### src/rtl/scan_ctrl_pkg.sv
// Shared FSM encoding and byte-level constants for the scan-chain configuration controller.
package scan_ctrl_pkg;

  localparam int BYTE_W = 8;
  localparam int IDX_W  = 3;
  localparam int LEN_W  = 4;

  typedef enum logic [2:0] {
    IDLE  = 3'd0,
    LOAD  = 3'd1,
    SHIFT = 3'd2,
    DRAIN = 3'd3,
    FIN   = 3'd4
  } state_t;

endpackage

### src/rtl/scan_serdes.sv
// Byte serializer/deserializer for the scan chain: drives the chain head LSB-first
// and captures the chain tail, stopping after a programmable number of bits.
module scan_serdes
  import scan_ctrl_pkg::*;
(
  input  logic              i_clk,
  input  logic              i_rst,
  input  logic              i_clear,
  input  logic              i_load,
  input  logic [BYTE_W-1:0] i_data,
  input  logic [LEN_W-1:0]  i_len,
  input  logic              i_shift,
  input  logic              i_tail,
  output logic              o_head,
  output logic [BYTE_W-1:0] o_rb,
  output logic              o_last
);

  logic [BYTE_W-1:0] r_piso;
  logic [BYTE_W-1:0] r_sipo;
  logic [IDX_W-1:0]  r_idx;

  assign o_last = (LEN_W'(r_idx) == (i_len - LEN_W'(1)));

  // The head bit flushes to zero after the final shift so the chain sees a quiet input between bytes.
  always_ff @(posedge i_clk or posedge i_rst) begin
    if (i_rst) begin
      r_piso <= '0;
      r_sipo <= '0;
      r_idx  <= '0;
    end else if (i_clear) begin
      r_piso <= '0;
      r_sipo <= '0;
      r_idx  <= '0;
    end else if (i_load) begin
      r_piso <= i_data;
      r_sipo <= '0;
      r_idx  <= '0;
    end else if (i_shift) begin
      r_sipo[r_idx] <= i_tail;
      r_piso        <= o_last ? '0 : (r_piso >> 1);
      r_idx         <= r_idx + IDX_W'(1);
    end
  end

  assign o_head = r_piso[0];
  assign o_rb   = r_sipo;

endmodule

### src/rtl/scan_config_ctrl.sv
// Loads the overlay configuration scan chain from a byte stream and returns
// the displaced chain contents as readback bytes.
module scan_config_ctrl
  import scan_ctrl_pkg::*;
#(
  parameter int CHAIN_LEN = 1024
) (
  input  logic              i_sclk,
  input  logic              i_reset,
  input  logic              i_start,
  input  logic              i_abort,
  input  logic              i_cmd_valid,
  input  logic [BYTE_W-1:0] i_cmd_data,
  output logic              o_cmd_ready,
  output logic              o_rb_valid,
  output logic [BYTE_W-1:0] o_rb_data,
  input  logic              i_rb_ready,
  output logic              o_shift_head,
  input  logic              i_shift_tail,
  output logic              o_shift_enable,
  output logic              o_busy,
  output logic              o_done
);

  localparam int CW = $clog2(CHAIN_LEN + 1);

  state_t           r_state;
  state_t           w_next;
  logic [CW-1:0]    r_count;
  logic [LEN_W-1:0] r_k;
  logic [LEN_W-1:0] w_k;
  int               w_rem;

  logic r_cmd_ready, r_rb_valid, r_shift_enable, r_busy, r_done;
  logic w_cmd_ready_d, w_rb_valid_d, w_shift_enable_d, w_busy_d, w_done_d;
  logic w_cmd_hs, w_rb_hs, w_ser_last, w_last, w_shifting, w_idle_like;

  assign w_cmd_hs    = r_cmd_ready & i_cmd_valid;
  assign w_rb_hs     = r_rb_valid & i_rb_ready;
  assign w_shifting  = (r_state == SHIFT);
  assign w_last      = w_shifting & w_ser_last;
  assign w_idle_like = (r_state == IDLE) || (r_state == FIN);

  // Last byte of the chain may be short: shift only the bits still missing.
  always_comb begin
    w_rem = CHAIN_LEN - int'(r_count);
    w_k   = (w_rem >= 8) ? LEN_W'(8) : LEN_W'(w_rem);
  end

  always_ff @(posedge i_sclk or posedge i_reset) begin
    if (i_reset) begin
      r_state        <= IDLE;
      r_cmd_ready    <= 1'b0;
      r_rb_valid     <= 1'b0;
      r_shift_enable <= 1'b0;
      r_busy         <= 1'b0;
      r_done         <= 1'b0;
    end else begin
      r_state        <= w_next;
      r_cmd_ready    <= w_cmd_ready_d;
      r_rb_valid     <= w_rb_valid_d;
      r_shift_enable <= w_shift_enable_d;
      r_busy         <= w_busy_d;
      r_done         <= w_done_d;
    end
  end

  always_comb begin
    w_next = r_state;
    if (i_abort) begin
      w_next = IDLE;
    end else begin
      case (r_state)
        IDLE, FIN: if (i_start) w_next = LOAD;
        LOAD:      if (w_cmd_hs) w_next = SHIFT;
        SHIFT:     if (w_last) w_next = DRAIN;
        DRAIN:     if (w_rb_hs) w_next = (r_count == CW'(CHAIN_LEN)) ? FIN : LOAD;
        default:   w_next = IDLE;
      endcase
    end
  end

  // Outputs are registered from the next state so each one is a clean flop output.
  always_comb begin
    w_cmd_ready_d    = (w_next == LOAD);
    w_rb_valid_d     = (w_next == DRAIN);
    w_shift_enable_d = (w_next == SHIFT);
    w_busy_d         = (w_next == LOAD) || (w_next == SHIFT) || (w_next == DRAIN);
    w_done_d         = (w_next == FIN);
  end

  always_ff @(posedge i_sclk or posedge i_reset) begin
    if (i_reset) begin
      r_count <= '0;
      r_k     <= '0;
    end else if (!i_abort) begin
      if (w_idle_like && i_start) begin
        r_count <= '0;
      end else if (w_cmd_hs) begin
        r_k <= w_k;
      end else if (w_last) begin
        r_count <= r_count + CW'(r_k);
      end
    end
  end

  scan_serdes u_serdes (
    .i_clk   (i_sclk),
    .i_rst   (i_reset),
    .i_clear (i_abort),
    .i_load  (w_cmd_hs),
    .i_data  (i_cmd_data),
    .i_len   (r_k),
    .i_shift (w_shifting),
    .i_tail  (i_shift_tail),
    .o_head  (o_shift_head),
    .o_rb    (o_rb_data),
    .o_last  (w_ser_last)
  );

  assign o_cmd_ready    = r_cmd_ready;
  assign o_rb_valid     = r_rb_valid;
  assign o_shift_enable = r_shift_enable;
  assign o_busy         = r_busy;
  assign o_done         = r_done;

endmodule

### config.mk
export PLATFORM = sky130hd
export DESIGN_NAME = scan_config_ctrl
export DESIGN_NICKNAME = d
export VERILOG_FILES = /design/src/rtl/scan_ctrl_pkg.sv /design/src/rtl/scan_serdes.sv /design/src/rtl/scan_config_ctrl.sv
export SDC_FILE = /design/constraint.sdc
export NUM_CORES = 1
export LEC_CHECK = 0
export BUFFER_PORTS_ARGS = -buffer_cell sky130_fd_sc_hd__buf_2
export CORE_ASPECT_RATIO = 1.4
export CORE_MARGIN = 10
export CORE_UTILIZATION = 55
export CTS_CLUSTER_SIZE = 20
export DETAILED_ROUTE_END_ITERATION = 10
export PLACE_DENSITY = 0.77
export SLEW_MARGIN = 5
export SYNTH_ARGS = -nofsm -noshare
export SYNTH_HDL_FRONTEND = slang
export SYNTH_SLANG_ARGS = --single-unit
### constraint.sdc
create_clock -name i_sclk -period 3.01 [get_ports i_sclk]
set_input_delay 0.1505 -clock i_sclk [delete_from_list [all_inputs] [get_ports i_sclk]]
set_output_delay 0.1505 -clock i_sclk [all_outputs]
set_load 0.01 [all_outputs]
# After elaboration in Yosys (flattened, before gate mapping)
# Index checks and enable logic that the tools add are counted.
[classes]
eq_ne = 11
n_bitwise = 5
n_lt_le_gt_ge = 3
reduce_logical = 11
add_sub_neg = 4
mux = 24
[op_table]
columns = ["operator", "count"]
rows = [
  ["$mux 8", 6],
  ["$mux 11", 3],
  ["$mux 3", 9],
  ["$eq 3x2->1 const B", 4],
  ["$ge 12x5->1 const B", 1],
  ["$pmux 3 s4", 1],
  ["$sub 11x11->12 const A", 1],
  ["$add 11x4->11", 1],
  ["$eq 11x11->1 const B", 1],
  ["$bwmux 8", 1],
  ["$mux 7", 1],
  ["$eq 3x1->1 const B", 2],
  ["$eq 3x3->1 const B", 2],
  ["$reduce_and 3->1", 2],
  ["$eq 3x4->1", 1],
  ["$lt 3x4->1 const B", 1],
  ["$mux 4", 1],
  ["$sub 4x1->4 const B", 1],
  ["$add 3x1->3 const B", 1],
  ["$and 1x1->1", 3],
  ["$demux 1 s3", 1],
  ["$ge 3x1->1 const B", 1],
  ["$logic_not 3->1", 1],
  ["$logic_or 1x1->1", 3],
  ["other kinds (7)", 9],
]
[totals]
ff_bits = 42
output_inout_bits = 14
input_bits = 15

# Longest topological paths before layout
# Gate-level depths: netlist of run 1.
[logic_depth]
ltp_word = 9
mapped_depth = 8
depth_no_buf = 8

# Cells and area by module
# From an unflattened synthesis of run 1, not the netlist that was laid out.
[hier_totals]
hier_cells = 255
area_unflattened_um2 = 2463.6
[modules_own_cells]
columns = ["mod", "cells_each", "n_inst", "area_each_um2"]
rows = [
  ["scan_config_ctrl", 146, 1, 1423.9],
  ["scan_serdes", 109, 1, 1039.7],
]

# Least setup slack after synthesis of run 1
# OpenSTA, ideal clock, no wires.
[synth_timing]
path_kind = "reg2reg"
from = "register r_count[0]"
to = "register r_count[10]"
required_ns = 2.932
n_path_buf = 0
synth_period_minus_slack_ns = 1.987
arrival_ns = 1.910
setup_slack_ns = 1.023
stages_incl_launch_ff = 9
path_cell_list = "dfrtp_1 ha_1 inv_1 fa_1 nor2b_1 o21a_1 nor2_1 or4_1 a21oi_1"
[synth_between]
elab_chain_len = 4
[synth_rtl]
columns = ["item", "line", "rtl"]
rows = [
  ["start, declared", "scan_config_ctrl.sv:29", "logic [CW-1:0] r_count;"],
  ["start signal, assigned", "scan_config_ctrl.sv:102", "r_count <= r_count + CW'(r_k);"],
  ["$add 11x4->11", "scan_config_ctrl.sv:102", ""],
  ["$mux 11", "scan_config_ctrl.sv:101", "end else if (w_last) begin"],
  ["$mux 11", "scan_config_ctrl.sv:99", "end else if (w_cmd_hs) begin"],
  ["$mux 11", "scan_config_ctrl.sv:97", "if (w_idle_like && i_start) begin"],
]
# Every way passes these cells. The select of a mux whose other input is x is not followed.
# A chain may end at the register's enable or synchronous reset.

# Worst setup path in the final report of run 1
[layout_timing]
from = "register r_k[0]"
to = "register r_count[6]"
[layout_between]
elab_chain_len = 5
[layout_rtl]
columns = ["item", "line", "rtl"]
rows = [
  ["start, declared", "scan_config_ctrl.sv:30", "logic [LEN_W-1:0] r_k;"],
  ["start signal, assigned", "scan_config_ctrl.sv:100", "r_k <= w_k;"],
  ["$sub 4x1->4", "scan_serdes.sv:23", "assign o_last = (LEN_W'(r_idx) == (i_len - LEN_W'(1)));"],
  ["$eq 3x4->1", "scan_serdes.sv:23", ""],
  ["$and 1x1->1", "scan_config_ctrl.sv:41", "assign w_last = w_shifting & w_ser_last;"],
  ["$reduce_bool 2->1 (no source line)", "--", ""],
  ["$reduce_and 3->1 (no source line)", "--", ""],
]
# Parallel ways exist; a longest one is shown, timed or not. The select of a mux whose other input is x is not followed.

==> results of run 1 <==
## stage by stage
step | instance area (um^2) | util | hold slack (ns) | instances | setup slack, ns
after floorplan | 2520 | - | 0.281 | 278 | 1.02
after global placement | 2670 | 0.593 | 0.320 | 354 | 0.727
after detailed placement | 2670 | 0.593 | 0.333 | 354 | 0.618
after CTS | 2760 | 0.614 | 0.00190 | 362 | 0.599
after global routing | 2760 | 0.614 | 0.0510 | 362 | 0.393
final | 2760 | 0.614 | -0.0238 | 362 | 0.589
## Yosys cell counts (all sizes together) (8+ instances only)
cell type / n
dfrtp: 42
nor2: 32
nand2: 28
nand3: 22
a21oi: 16
inv: 9
nor3: 9
buf: 8
clkbuf: 8
ha: 8
mux2i: 8
o21ai: 8
## power by group through the flow
stage	clock network (W)	logic [W]	registers, W
6_report	0.000383	0.000105	0.000595
3_5_place_dp	0	0.000107	0.000606
4_1_cts	0.000393	0.000107	0.000595
2_1_floorplan	0	0.0000795	0.000603
3_3_place_gp	0	0.000105	0.000606
5_1_grt	0.000412	0.000120	0.000598
## layer usage
metal  vias up  wire length, um
met4         0               86
met2        49             2900
met3         5              246
li1       1036                -
met5         -                0
met1      1052             2330
## area by class of cell
class / count / area [um^2]
inverters: 9 / 33.8
well taps: 62 / 77.6
multi-input cells: 211 / 1350
clock inverters: 2 / 12.5
flip-flops and latches: 42 / 1050
repair buffers: 30 / 155
clock buffers: 6 / 82.6
fillers: 402 / 1740
## cells by family (layout without fill, tap and decap cells)
| logic type | count (synthesis) | in the layout |
|---|---|---|
| AOI/OAI and AO/OA | 61 | 61 |
| xor gates and xnor gates | 8 | 8 |
| adders and majority gates | 9 | 9 |
| buffers and inverters | 25 | 47 |
| DFF | 42 | 42 |
| muxes | 8 | 8 |
| and+or+nand+nor | 125 | 125 |
## critical path, cell delays in order (launching register included)
cell,delay (ns)
dfrtp_1,0.45
inv_1,0.07
ha_1,0.31
xor2_1,0.16
and3_1,0.21
o2111ai_2,0.37
or4_1,0.63
a21oi_1,0.15
## how the worst min path moves through the flow
| stage | to | depth (start not counted) |
|---|---|---|
| after floorplan | u_serdes.r_piso[7]$_DFFE_PP0P_ | 2 |
| after global placement | u_serdes.r_idx[2]$_DFFE_PP0P_ | 2 |
| after detailed placement | u_serdes.r_idx[2]$_DFFE_PP0P_ | 2 |
| after CTS | u_serdes.r_idx[2]$_DFFE_PP0P_ | 2 |
| after global routing | u_serdes.r_idx[1]$_DFFE_PP0P_ | 2 |
| final | u_serdes.r_piso[5]$_DFFE_PP0P_ | 2 |
## cell usage in the layout (no fill, tap or decap), drive strengths merged, types with 3 or more instances in the layout
cell    netlist  layout
dfrtp        42      42
nor2         32      32
buf           8      30
nand2        28      28
nand3        22      22
a21oi        16      16
inv           9       9
nor3          9       9
mux2i         8       8
ha            8       8
o21ai         8       8
a311oi        7       7
nor2b         6       6
clkbuf        8       6
or3           5       5
and3          5       5
xor2          5       5
nand2b        4       4
o31ai         4       4
a31oi         3       3
nand4         3       3
xnor2         3       3
a21o          3       3
## sequential cells by signal (all words and copies together) (netlist names)
name and count:
o_done 1, o_shift_enable 1, u_serdes.o_rb 8, r_count 11
r_k 4, u_serdes.r_piso 8, o_cmd_ready 1, r_state 3
o_rb_valid 1, u_serdes.r_idx 3, o_busy 1
==> impl_results.md, run 1 <==
- Status: complete, but fails checks
- Failing checks: hold timing
- FFs w/ async S/R, synth: 1.00
- Post-synthesis xor/xnor area fraction: 0.0308
- Setup bufs post-CTS: 0
- Io pins: 29
- Hold Crit Class: input pin to async pin
- Remaining DRCs: 0
- Final Routed Wirelength: 5560 um
- Fin Clk Skew: 0.00502 ns
- Resized cells post-CTS: 0
- Worst Path Arrival: 2.65 ns
- Post-DRT Antenna Nets: 0
- Root buffer cell: clkbuf_8
- Core ar.: between 4000 and 5000 um^2
- Cell Int Power: 0.000803 W
- Horiz. Die Dim: 77.2 um
- Syn_area_per_cell: 9.06 um^2
- Antenna violations before repair: 0
- Yosys reg bits: 42
- Clock share of power: 0.354
- Area grow syn2layout: 9.79%
- Slew HR: 0.487
- Diode count: 0
- Dpl hpwl: about 4100 um
- Gr busiest metal: met2
- Initial Util: 0.560
- Post-synth EDFFs: 0
- CTS HTree Levels: 2
- Req. time, crit path: 3.24 ns
- Comb power frac: 0.097
- Adder-cell share of the synthesized area: 0.0477
- Leak: 1.29 nW
- Gp weighted congestion: roughly 0.85
- PwrDens: 392 nW/um^2
- Total GRT Usage: 0.150
- Peak Freq: 413 MHz
- Max clock buf depth: 2
- TNS Setup: 0 ns
- Num CTS Buffers: 5
- Crit-path max FO: 15
- Peak VDD IR: 0.242 mV
- First-pass GRT wire length: 9710 um
- Synth area leader: dfrtp_1
- Total power: between 0.001 and 0.0015 W
- Detailed Route Iter0 Violations: 110
- Hold WS: -0.0238 ns
- Psw: 0.000281 W
- Grt met2 use: 0.265
- Synth Cell Area: 2520 um^2
- Main combinational cell family by area after synthesis: simple AND/OR/NAND/NOR gates
- Reg-to-reg endpoint: r_count[6]$_DFFE_PP0P_
- Largest net degree at the start of global routing: 23
- Main synth FF type: dfrtp_1
- Syn Inst Count: about 280
- CTS Hold Buffers Added: 0
- Grt met3 use: 0.0340
- Sw Ratio: 0.259
- R2R Path Start: r_k[0]$_DFFE_PP0P_
- Critical Path End: r_count[6]$_DFFE_PP0P_
- Layout cell share with drive strength beyond 1: 0.153
- Worst slew pin tran: just under 0.8 ns
- Multiplexer share of the synthesized area: 0.0318
- Flop-to-flop setup slack: 0.59 ns
- Final hold vios: 20
- Skew-Pair Late Insertion Delay: around 0.30 ns
- Number of global-route vias before repair: 2087
- Die ar.: 7720 um^2
- Final setup violating endpoints: 0
- Part of the power in registers: 0.549
- DIE HEIGHT: roughly 100 um
- Crit path from: r_k[0]$_DFFE_PP0P_
- CTS clk-pin slew, worst paths: 0.08 ns
- Startpoint types: register
- Synth top area cells: dfrtp_1, nor2_1, nand3_1, nand2_1, ha_1
- # rows: 29
- YS warnings: 0
- RSZ-0062 raised after global routing: no
- Crit Path Category: register to register
- Max_cap viols: 0
- DRT Pass-1 Iters: 4
- Vias per inst: just under 6
- Area fraction in compound gates after synthesis: 0.178
- Worst reg-to-reg path cell count: 7
- Global Route met1 Usage: 0.171
- Yosys cell types: 55
- Vias: about 2100
- Overflow after GRT: 0
- Critical Path End Type: register
- Pins Over Slew Limit: 0
- Minimum clock period: 2.42 ns
- Mapped Nets: ~300
- Synth Area in Simple Gates: 0.248
- Nets: 323
- Sequential-to-total area share from yosys stat: 0.417
- Port bufs: 28
- TritonCTS clock tree: yes
- Ratio of final minimum period to clock period: 0.804
- WL/cell: 15.4 um
- Top cell type's share of synthesized area: 0.417
- Clk sinks: 42
Note: power is estimated with default switching activity, not from simulation.
==> inputs of run 2 (changes only) <==
==> constraint.sdc (replaced) <==
create_clock -name i_sclk -period 2.4 [get_ports i_sclk]
set_input_delay 0.12 -clock i_sclk [delete_from_list [all_inputs] [get_ports i_sclk]]
set_output_delay 0.12 -clock i_sclk [all_outputs]
set_load 0.01 [all_outputs]
==> impl_results.md, run 2 (synthesized netlist as in run 1, its figures left out) <==
- WL/cell: 15.5 um
- Detailed Route Iter0 Violations: 135
- Startpoint types: register
- Leading cell types in the layout, fill and taps excluded: dfrtp_1, nor2_1, nand2_1, buf_2, nand3_1
- Vias: roughly 2100
- Ratio of final minimum period to clock period: 0.925
- First-pass GRT wire length: 10100 um
- Leak: between 1 and 1.5 nW
- DRT Pass-1 Iters: 4
- Max clock buf depth: 2
- Antenna violations before repair: 0
- Final hold vios: 0
- Core ar.: 4500 um^2
- Diode count: 0
- Total GRT Usage: 0.154
- Fill cell count: 426
- Worst path slowest cell: dfrtp_1
- Total power: 0.00137 W
- Fin Clk Skew: 0.00543 ns
- Final setup violating endpoints: 0
- Initial Util: 0.560
- Final Routed Wirelength: 5760 um
- Top Metal Used: met4
- Slew HR: 0.582
- Crit Path Category: register to register
- Worst-path cell chain: inv_1, ha_1, xor2_1, and3_1, o2111ai_2, buf_4, or3_1, a21oi_1
- Io pins: 29
- Num CTS Buffers: 5
- Crit-path max FO: 7
- Vias per inst: roughly 5.8
- CTS clk-pin slew, worst paths: 0.08 ns
- Met2 WL: 3110 um
- Remaining DRCs: 0
- Commonest non-fill, non-tap cell in the layout: dfrtp_1
- Minimum clock period: 2.22 ns
- Number of global-route vias before repair: 2180
- Peak Freq: 451 MHz
- Max_cap viols: 0
- Overflow after GRT: 0
- Met3 routed WL: 242 um
- CP max stage delay: 0.43 ns
- Gp weighted congestion: between 0.8 and 0.9
- Pins Over Slew Limit: 0
- Skew-Pair Late Insertion Delay: 0.29 ns
- Hold Crit Class: input pin to register
- Nets: 333
- RSZ-0062 raised after global routing: no
- Status: finished clean
- Largest net degree at the start of global routing: between 40 and 50
- # rows: 29
- Layout cell share with drive strength beyond 1: 0.184
- Dpl hpwl: approximately 4300 um
- Metal-1 WL: 2330 um
- Peak VDD IR: 0.299 mV
- Critical Path End Type: register
- Worst Path Arrival: 2.44 ns
- Req. time, crit path: around 2.6 ns
- Most flop-heavy register: r_count
- Root buffer cell: clkbuf_8
- TritonCTS clock tree: yes
- CTS HTree Levels: 2
- DIE HEIGHT: 100 um
- Post-DRT Antenna Nets: 0
- TNS Setup: 0 ns
- Port bufs: 28
- PwrDens: about 480 nW/um^2
- Worst slew pin tran: 0.624 ns
- Area grow syn2layout: 13.0%
- Horiz. Die Dim: 77.2 um
- Max reg flops: 11
- Clk sinks: 42
- Die ar.: 7720 um^2
==> run 2: cell types whose count changed in the layout (fill, tap and decap cells not counted), sizes merged <==
cell         before  now
dlygate4sd3       0    1
buf              30   39
==> run 2: timing repair <==
| item | in CTS | in global routing |
|---|---|---|
| gates resized for setup | 0 | 2 |
| setup buffers | 0 | 1 |
| endpoints found under the hold margin | 42 | 0 |
| setup endpoints to repair | 0 | 2 |
| hold buffers | 1 | 0 |
==> run 2: area by class of cell <==
| class | instances | area, um^2 | area share |
|---|---|---|---|
| inverter | 9 | 33.8 | 0.0119 |
| multi-input combinational | 211 | 1350 | 0.475 |
| timing repair buffer | 40 | 233 | 0.0818 |
| tap | 62 | 77.6 | 0.0273 |
| sequential | 42 | 1050 | 0.370 |
| clock inverter | 2 | 12.5 | 0.00440 |
| clock buffer | 6 | 82.6 | 0.0290 |
==> run 2: worst max-delay path, delay by kind of cell (launching register included) <==
| family | cells | cell delay, ns |
|---|---|---|
| simple gates | 2 | 0.56 |
| flops | 1 | 0.43 |
| compound gates | 2 | 0.36 |
| buf+inv | 2 | 0.33 |
| fa+ha+maj | 1 | 0.30 |
| xor+xnor | 1 | 0.16 |
==> run 2: per-stage QoR <==
step	setup WS (ns)	hold slack [ns]	area (um^2)	std cells	util
global route	0.00628	0.0716	2840	372	0.632
finish	0.181	0.0688	2840	372	0.632
global placement	0.210	0.283	2730	362	0.607
floorplan	0.413	0.251	2520	278	-
detailed placement	0.143	0.286	2730	362	0.607
CTS	0.105	0.0568	2830	371	0.630
==> run 2: power breakdown <==
group / switching, W / internal (W) / total [W] / leakage (nW)
registers: 0.0000202 / 0.000728 / 0.000748 / 0.575
clock network: 0.000249 / 0.000231 / 0.000481 / 0.0472
logic: 0.0000846 / 0.0000529 / 0.000137 / 0.704
total: 0.000354 / 0.00101 / 0.00137 / 1.33
==> run 2: layer usage <==
metal / vias up / track usage
met5: - / 0
met4: 0 / 0.0592
met3: 8 / 0.0340
met2: 42 / 0.282
met1: 1035 / 0.167
li1: 1063 / -
==> run 2: final timing paths <==
check                      cells after the start                          from  slack (ns)                             end
hold / removal                                 3                 i_cmd_data[7]        0.07  u_serdes.r_piso[7]$_DFFE_PP0P_
setup reg to reg                               8            r_k[1]$_DFFE_PP0P_        0.18          r_count[4]$_DFFE_PP0P_
min in group asynchronous                      4                       i_reset        0.50    u_serdes.o_rb[4]$_DFFE_PP0P_
hold reg to reg                                2  u_serdes.o_rb[6]$_DFFE_PP0P_        0.52    u_serdes.o_rb[6]$_DFFE_PP0P_
max in group asynchronous                      4                       i_reset        1.51              r_k[0]$_DFFE_PP0P_
setup / recovery                               8            r_k[1]$_DFFE_PP0P_        0.18          r_count[4]$_DFFE_PP0P_
==> inputs of run 3 (changes only) <==
--- a/config.mk
+++ b/config.mk
@@ -8,10 +8,10 @@
 export BUFFER_PORTS_ARGS = -buffer_cell sky130_fd_sc_hd__buf_2
 export CORE_ASPECT_RATIO = 1.4
 export CORE_MARGIN = 10
-export CORE_UTILIZATION = 55
+export CORE_UTILIZATION = 40
 export CTS_CLUSTER_SIZE = 20
 export DETAILED_ROUTE_END_ITERATION = 10
-export PLACE_DENSITY = 0.77
+export PLACE_DENSITY = 0.59
 export SLEW_MARGIN = 5
 export SYNTH_ARGS = -nofsm -noshare
 export SYNTH_HDL_FRONTEND = slang
==> impl_results.md, run 3 (synthesized netlist as in run 1, its figures left out) <==
- Post-Layout Inst Area: 2910 um^2
- R2R Path Start: r_count[0]$_DFFE_PP0P_
- Initial Util: 0.408
- Max_cap viols: 0
- FF/Latch Area: 1050 um^2
- DIE HEIGHT: 114 um
- Worst slew pin tran: 0.664 ns
- Minimum clock period: between 2 and 2.5 ns
- Slew HR: 0.557
- Crit path max-delay family: simple AND/OR/NAND/NOR gates
- Pins Over Slew Limit: 0
- Most flop-heavy register: r_count
- Critical path buffers and inverters: 1
- Number of global-route vias before repair: around 2200
- Dpl hpwl: 4500 um
- Leading cell types in the layout, fill and taps excluded: dfrtp_1, nor2_1, nand2_1, buf_2, nand3_1
- Crit-path max FO: 7
- Die ar.: 9910 um^2
- Io pins: 29
- Horiz. Die Dim: 87.0 um
- Final setup violating endpoints: 0
- # rows: 34
- Clk sinks: between 40 and 50
- Post-DRT Antenna Nets: 0
- Gp weighted congestion: between 0.8 and 0.9
- Commonest non-fill, non-tap cell in the layout: dfrtp_1
- Skew-Pair Late Insertion Delay: roughly 0.3 ns
- Ratio of final minimum period to clock period: 0.924
- Peak VDD IR: 0.277 mV
- Hold Startpoint: i_cmd_data[7]
- Startpoint types: register
- Multi-input logic area: about 1400 um^2
- Flop-to-flop setup slack: 0.18 ns
- PwrDens: 500 nW/um^2
- TNS Setup: 0 ns
- Max clock buf depth: 2
- Total GRT Usage: 0.123
- Hold Crit Class: input pin to register
- Root buffer cell: clkbuf_8
- Antenna violations before repair: 0
- TritonCTS clock tree: yes
- Detailed Route Iter0 Violations: 94
- WL/cell: 15.3 um
- Max reg flops: 11
- Largest net degree at the start of global routing: 19
- Req. time, crit path: 2.62 ns
- Endpoint, Worst Hold: u_serdes.r_piso[7]$_DFFE_PP0P_
- Worst path slowest cell: or4_1
- DRT Pass-1 Iters: 4
- Critical Path End Type: register
- Nets: 337
- CTS HTree Levels: 2
- Vias per inst: 5.59
- Cell count along the critical path: 8
- Remaining DRCs: 0
- Worst-path cell chain: ha_1, inv_1, fa_1, nor2b_1, o21a_1, nor2_1, or4_1, a21oi_1
- Fin Clk Skew: around 0.0074 ns
- Worst reg-to-reg path cell count: 8
- Placed Area: 2760 um^2
- Vias: 2156
- Overflow after GRT: 0
- Final Routed Wirelength: 5900 um
- Worst Path Arrival: about 2.4 ns
- Crit Path Category: register to register
- Status: finished clean
- Final hold vios: 0
- CP max stage delay: 0.48 ns
- First-pass GRT wire length: 10100 um
- Area grow syn2layout: 15.5%
- Diode count: 0
- Peak Freq: 451 MHz
- Port bufs: 28
- Leak: between 1 and 1.5 nW
- Core ar.: 6170 um^2
- Hold path cells: 3
- Fill cell count: 601
- Layout cell share with drive strength beyond 1: 0.182
- RSZ-0062 raised after global routing: no
- Reg-to-reg endpoint: r_count[6]$_DFFE_PP0P_
- CTS clk-pin slew, worst paths: ~0.080 ns
- Num CTS Buffers: 5
run 3: cell count changes in the layout (fill, tap and decap cells not counted), moves of 2 or more:
cell and change:
clkbuf_1 +2, buf_4 +4, dfrtp_1 +2, dfrtp_2 -2
run 3: where the power goes:
group	total [W]	leakage (nW)	switching, W	internal (W)
Combinational	0.000143	0.723	0.0000882	0.0000546
Sequential	0.000750	0.578	0.0000221	0.000728
Clock	0.000561	0.0524	0.000249	0.000312
run 3: per-layer routing:
layer  wire length, um  up-vias  track usage
met1              2420     1055        0.134
li1                  -     1071            -
met2              3230       26        0.225
met5                 0        -            0
met4                51        0       0.0423
met3               191        4       0.0250
run 3: repair_timing:
item,4_1_cts,5_1_grt
hold buffers,1,0
hold endpoints to repair,16,0
gates resized for setup,0,1
buffers inserted,0,2
setup endpoints to repair,0,3
run 3: cell type report:
cell class,count,area share
repair buffers,44,0.0904
well taps,72,0.0310
flip-flops and latches,42,0.362
multi-input cells,211,0.469
clock inverters,1,0.0103
inverters,9,0.0116
clock buffers,7,0.0263
run 3: worst max path at each step:
| stage | slack [ns] | start | endpoint |
|---|---|---|---|
| 2_1_floorplan | 0.41 | r_count[0]$_DFFE_PP0P_ | r_count[10]$_DFFE_PP0P_ |
| 3_3_place_gp | 0.19 | r_k[0]$_DFFE_PP0P_ | r_count[6]$_DFFE_PP0P_ |
| 3_5_place_dp | 0.06 | r_k[1]$_DFFE_PP0P_ | r_count[6]$_DFFE_PP0P_ |
| 4_1_cts | 0.06 | r_k[1]$_DFFE_PP0P_ | r_count[6]$_DFFE_PP0P_ |
| 5_1_grt | 0.02 | r_count[0]$_DFFE_PP0P_ | r_count[6]$_DFFE_PP0P_ |
| 6_report | 0.18 | r_count[0]$_DFFE_PP0P_ | r_count[6]$_DFFE_PP0P_ |
run 3: tightest hold or removal path: stages:
cell,delay (ns)
buf_2,0.11
nand2_1,0.05
a21oi_1,0.05
run 3: per-stage QoR:
| stage | setup slack, ns | cells | hold slack, ns | util | power (W) |
|---|---|---|---|---|---|
| after CTS | 0.0594 | 384 | 0.0756 | 0.467 | 0.00147 |
| after global routing | 0.0223 | 386 | 0.0806 | 0.471 | 0.00151 |
| final | 0.182 | 386 | 0.0771 | 0.471 | 0.00145 |
| after floorplan | 0.413 | 278 | 0.251 | - | 0.000855 |
| after detailed placement | 0.0577 | 375 | 0.252 | 0.448 | 0.000907 |
| after global placement | 0.194 | 375 | 0.244 | 0.448 | 0.000907 |
